===== src/rtl/mult_pkg.sv =====
// Shared definitions for the shift-and-add multiplier: the control state
// encoding, the default operand width and the accumulator width.
package mult_pkg;

  localparam int MULT_WIDTH = 4;
  localparam int ACC_W      = 2 * MULT_WIDTH + 1;

  typedef enum logic [2:0] {
    IDLE  = 3'd0,
    LOAD  = 3'd1,
    CHECK = 3'd2,
    ADD   = 3'd3,
    SHIFT = 3'd4,
    DONE  = 3'd5
  } state_t;

endpackage


===== src/rtl/mult_control.sv =====
// Control unit for the shift-and-add multiplier. Sequences the accumulator
// load/add/shift strobes from a level start request and the accumulator LSB,
// counts WIDTH shift steps and holds done until start is released.
module mult_control
  import mult_pkg::*;
#(
  parameter int WIDTH = MULT_WIDTH,
  parameter int CNT_W = $clog2(WIDTH) + 1
) (
  input  logic clk,
  input  logic rst_n,
  input  logic st,
  input  logic m,
  output logic load,
  output logic ad,
  output logic sh,
  output logic busy,
  output logic done
);

  // The counter compares against the last step index before incrementing,
  // so it stops at WIDTH and never needs to wrap.
  localparam logic [CNT_W-1:0] LAST_STEP = CNT_W'(WIDTH - 1);

  state_t           state_reg, state_next;
  logic [CNT_W-1:0] cnt_reg, cnt_next;

  // State and step-counter registers with synchronous active-low reset.
  always_ff @(posedge clk) begin
    if (!rst_n) begin
      state_reg <= IDLE;
      cnt_reg   <= '0;
    end else begin
      state_reg <= state_next;
      cnt_reg   <= cnt_next;
    end
  end

  // Next-state and counter update; m is only looked at in CHECK, st only in
  // IDLE and DONE, so toggling st mid-operation has no effect.
  always_comb begin
    state_next = state_reg;
    cnt_next   = cnt_reg;
    case (state_reg)
      IDLE: begin
        if (st) state_next = LOAD;
      end
      LOAD: begin
        cnt_next   = '0;
        state_next = CHECK;
      end
      CHECK: begin
        state_next = m ? ADD : SHIFT;
      end
      ADD: begin
        state_next = SHIFT;
      end
      SHIFT: begin
        cnt_next   = cnt_reg + CNT_W'(1);
        state_next = (cnt_reg == LAST_STEP) ? DONE : CHECK;
      end
      DONE: begin
        if (!st) state_next = IDLE;
      end
      default: begin
        state_next = IDLE;
        cnt_next   = '0;
      end
    endcase
  end

  // Moore output decode; each state asserts at most one accumulator strobe,
  // which keeps ad and sh from ever coinciding.
  always_comb begin
    load = 1'b0;
    ad   = 1'b0;
    sh   = 1'b0;
    busy = 1'b0;
    done = 1'b0;
    case (state_reg)
      LOAD: begin
        load = 1'b1;
        busy = 1'b1;
      end
      CHECK: begin
        busy = 1'b1;
      end
      ADD: begin
        ad   = 1'b1;
        busy = 1'b1;
      end
      SHIFT: begin
        sh   = 1'b1;
        busy = 1'b1;
      end
      DONE: begin
        done = 1'b1;
      end
      default: begin
        load = 1'b0;
      end
    endcase
  end

endmodule


===== config.mk =====
export PLATFORM = sky130hd
export DESIGN_NAME = mult_control
export DESIGN_NICKNAME = d
export VERILOG_FILES = /design/src/rtl/mult_pkg.sv /design/src/rtl/mult_control.sv
export SDC_FILE = /design/constraint.sdc
export NUM_CORES = 1
export LEC_CHECK = 0
export ABC_AREA = 1
export CORE_AREA = 2 2 39 41
export CTS_CLUSTER_DIAMETER = 100
export DETAILED_ROUTE_END_ITERATION = 7
export DIE_AREA = 0 0 41 43
export SETUP_SLACK_MARGIN = 0.15
export SKIP_CTS_REPAIR_TIMING = 1
export SLEW_MARGIN = 20
export SYNTH_ARGS = -nofsm -noshare
export SYNTH_HDL_FRONTEND = slang
export SYNTH_SLANG_ARGS = --single-unit

===== constraint.sdc =====
create_clock -name clk -period 1.23 [get_ports clk]
set_clock_uncertainty 0.05 [all_clocks]
set_input_delay 0.3075 -clock clk [delete_from_list [all_inputs] [get_ports clk]]
set_output_delay 0.3075 -clock clk [all_outputs]
set_load 0.05 [all_outputs]

; ---- Yosys cells after proc, flatten, opt, wreduce, memory -nomap -nowiden
; Cells that the tools add are included.
[word_totals]
ff_bits = 6
word_cells = 26
[classes]
add_sub_neg = 1
eq_ne = 8
muxes = 11
reduce_logical = 4
[op_table]
columns = op, count
row1 = $pmux 3 s6, 1
row2 = $mux 3, 4
row3 = $eq 3x2->1 const B, 3
row4 = $reduce_or 4->1, 2
row5 = $eq 3x3->1 const B, 2
row6 = $pmux 3 s2, 1
row7 = $mux 1, 5
row8 = $ne 2x2->1 const B, 2
row9 = $add 3x1->3 const B, 1
row10 = $eq 3x1->1 const B, 1
row11 = $logic_not 3->1, 1
row12 = $reduce_and 2->1, 1

; ---- Depth between registers and ports, before layout
[logic_depth]
word_depth = 3
mapped_depth = 7

; ---- Worst setup path after synthesis
; No wires, ideal clock.
[synth_path]
path_kind = register to output
startpoint = register state_reg[0]
endpoint = output ad
t_arrival_ps = 1578
t_required_ps = 873
slack_ps = -706
stages_incl_launch_ff = 4
n_path_buf = 1
cell_sequence = dfxtp_1 buf_2 inv_1 nor3_1
[synth_between]
elab_chain_cells = 2
[synth_lines]
columns = element, line_no
row1 = "start, declared", mult_control.sv:25  ; state_t state_reg, state_next;
row2 = "start signal, assigned", mult_control.sv:34  ; state_reg <= state_next;
row3 = $eq 3x2->1, mult_control.sv:80  ; case (state_reg)
row4 = $mux 1, mult_control.sv:80
row5 = "end, declared", mult_control.sv:15  ; output logic ad,
; No other way between the ends.

; ---- Worst setup path after layout
[layout_path]
startpoint = register state_reg[1]
endpoint = output busy
[layout_between]
elab_chain_cells = 3
elab_cells_between_ends = 6
classes_between = eq/ne (4) / mux (1) / reduce/logical (1)
[layout_lines]
columns = element, line_no
row1 = $eq 3x3->1 (tied with other cells), mult_control.sv:80
row2 = $reduce_or 4->1 (no line) *, n/a
row3 = $mux 1 *, mult_control.sv:80
row4 = "end, declared", mult_control.sv:17  ; output logic busy,
; Every way passes the cells marked *; elsewhere a longest branch is shown, timed or not.

==> metrics.cfg <==
[timing]
hold_violations=0
setup_viol=5
fmax_ghz=0.676
rsz0062_at_grt=true
drv_slew=0
finalWorstSetupSlack_ns=-0.249
max-slew-margin-rel_pct=85.5
period_share_pct=120
worstMarginPinSlew_ns=0.217
final.min_clock_period_ns=1.48
holdWs_ns=0.411

[detailed_routing]
ant_nets=0
wl_per_cell_microns=9.57
drc=0
viasPerCell=4.58
first_iter_violations=10
drt-total-wl_microns=938
via_count=449
drtPass1Iterations=4

[grt]
grt.total_usage_pct=14.3
antenna_found_initial=0
grt_max_degree=9
grt_pass1_wl_mm=1.60
grt_pass1_vias=394
gr-total-overflow=0

[job]
max_cap_violations=0

[clock_network]
htreeDepth=1
clk_latency_ns=0.25
path_clk_slew_ns=0.05
tritoncts=done
clock_sinks=6
clock_path_buffers=2
cts-root-buf=clkbuf_4
cts_made_buffers=3

[synth]
yosysWarnings=0
ys_top_cells_by_area=dfxtp_1 (31%), nand2_1 (14%), inv_1 (9.8%), nand3_1 (9.2%), ha_1 (6.5%)
avgSynthCellArea_sq_um=6.49
syn_inst=59
synth_area_leader_cell=dfxtp_1
yosysUniqueCellTypes=16
syn-cell-area_sq_um=383
yosys.area_share.xor_xnor_pct=2.29
syn_nets=65
synth_edf_count=0
yosys.area_share.simple_pct=41.5
seq_area_frac_synth_pct=31.4
synth-async-reset-ratio_pct=0
synthMuxAreaShare_pct=0
synth_compound_area_share_pct=5.23
ys_seq_elements=6
synth_top_family_by_area=simple AND/OR/NAND/NOR gates
synth_adder_area_share_pct=6.54
synth_top_area_share_pct=31.4
ys.flop_type=dfxtp_1

[critical_path]
crit_path_top_delay_cell=dfxtp_4
ff2ff_setup_slack_ns=0.06
startpoint_type=register
crit_required_ns=0.87
crit_type=reg -> out
rr_worst_depth=8
arrival_ns=1.12
endpoint_kind=output port
crit_fanout=3
cpPeakStageDelay_ns=0.37
path_cells=nor2_4 > xor2_4 > buf_12

[finish]
utilization_pct=54.2
syn_to_final_growth_pct=95.8
nets=89
diodes=0
final_cells=98
drive_above_1_share_pct=46.3
mostFrequentLayoutCell=nand2_1
mostFrequentLayoutCells=nand2_1 (13), inv_1 (8), buf_4 (8)

[placed_design]
place_congestion=0.763
dp_slack_ns=-0.104
place_inst=92
portBuffers=8
dp_hpwl_microns=713

[pwr]
cellLeakagePower_nw=0.333
swShare_pct=40.3
clkPwrFrac_pct=16.6
ir_drop_mv=0.562
comb_power_share_pct=59.6
switching_power_uw=479
intPower_uw=709
power.density_nw_per_um2=1580
seqPwrFrac_pct=23.8

[floorplanning]
num_rows=14
initial_core_util_pct=27.7
core_area_sq_um=1380
fp.dieW_microns=41
io_pins=9
dieArea_sq_um=1760
dieHeight_microns=43

[run_status]
violations=negative setup slack
status=finished, violations left

[hold_path]
hold-path-cell-count=2
hold_class=reg -> reg

[critical path, delay by kind of cell, from the launching register on]
family                    cells  cell delay, ns
DFF                           1            0.37
buffers and inverters         1            0.15
xor gates and xnor gates      1            0.18
and+or+nand+nor               1            0.18
[through the flow]
step / total power, mW / TNS (ns) / instance area (sq um)
global placement: 0.899 / -0.299 / 661
finish: 1.19 / -1.15 / 749
global route: 1.28 / -1.57 / 749
detailed placement: 0.902 / -0.366 / 661
floorplan: 0.635 / -0.431 / 447
CTS: 1.11 / -1.74 / 687
[final cells by class]
cell class	instances	area [sq um]
Multi-Input combinational cell	40	275
Fill cell	131	634
Timing Repair Buffer	20	235
Tap cell	16	20.0
Clock buffer	4	26.3
Inverter	12	60.1
Sequential cell	6	133
[logic make-up after synthesis]
group           count (synthesis)
buf+inv                        13
simple gates                   33
flops                           6
fa+ha+maj                       2
xor+xnor                        1
compound gates                  4
[power groups by stage]
| stage | Sequential (mW) | Combinational (mW) | Clock, mW |
|---|---|---|---|
| 2_1_floorplan | 0.251 | 0.384 | 0 |
| 5_1_grt | 0.290 | 0.759 | 0.228 |
| 6_report | 0.283 | 0.707 | 0.197 |
| 4_1_cts | 0.270 | 0.631 | 0.214 |
| 3_3_place_gp | 0.272 | 0.627 | 0 |
| 3_5_place_dp | 0.274 | 0.628 | 0 |
[layer usage]
| metal | track usage (%) | vias up | wire, microns |
|---|---|---|---|
| met5 | 0 | - | 0 |
| met4 | 10.0 | 0 | 9 |
| met3 | 6.28 | 2 | 53 |
| met2 | 20.0 | 12 | 513 |
| met1 | 16.5 | 201 | 361 |
| li1 | - | 234 | - |
[cell usage after synthesis, types with 2 or more instances]
cell type,instances
nand3b_1,2
inv_1,10
dfxtp_1,6
nor2_1,6
ha_1,2
nand3_1,7
o21ai_1,2
nand2_1,14
inv_2,2
a21oi_1,2
[final timing paths]
check | from | to
min | cnt_reg[2]$_SDFFE_PN0N_ | cnt_reg[2]$_SDFFE_PN0N_
min reg2reg | cnt_reg[2]$_SDFFE_PN0N_ | cnt_reg[2]$_SDFFE_PN0N_
max reg2reg | state_reg[1]$_SDFFE_PN0P_ | cnt_reg[2]$_SDFFE_PN0N_
max | state_reg[1]$_SDFFE_PN0P_ | busy
Power figures use the tool's default switching activity.
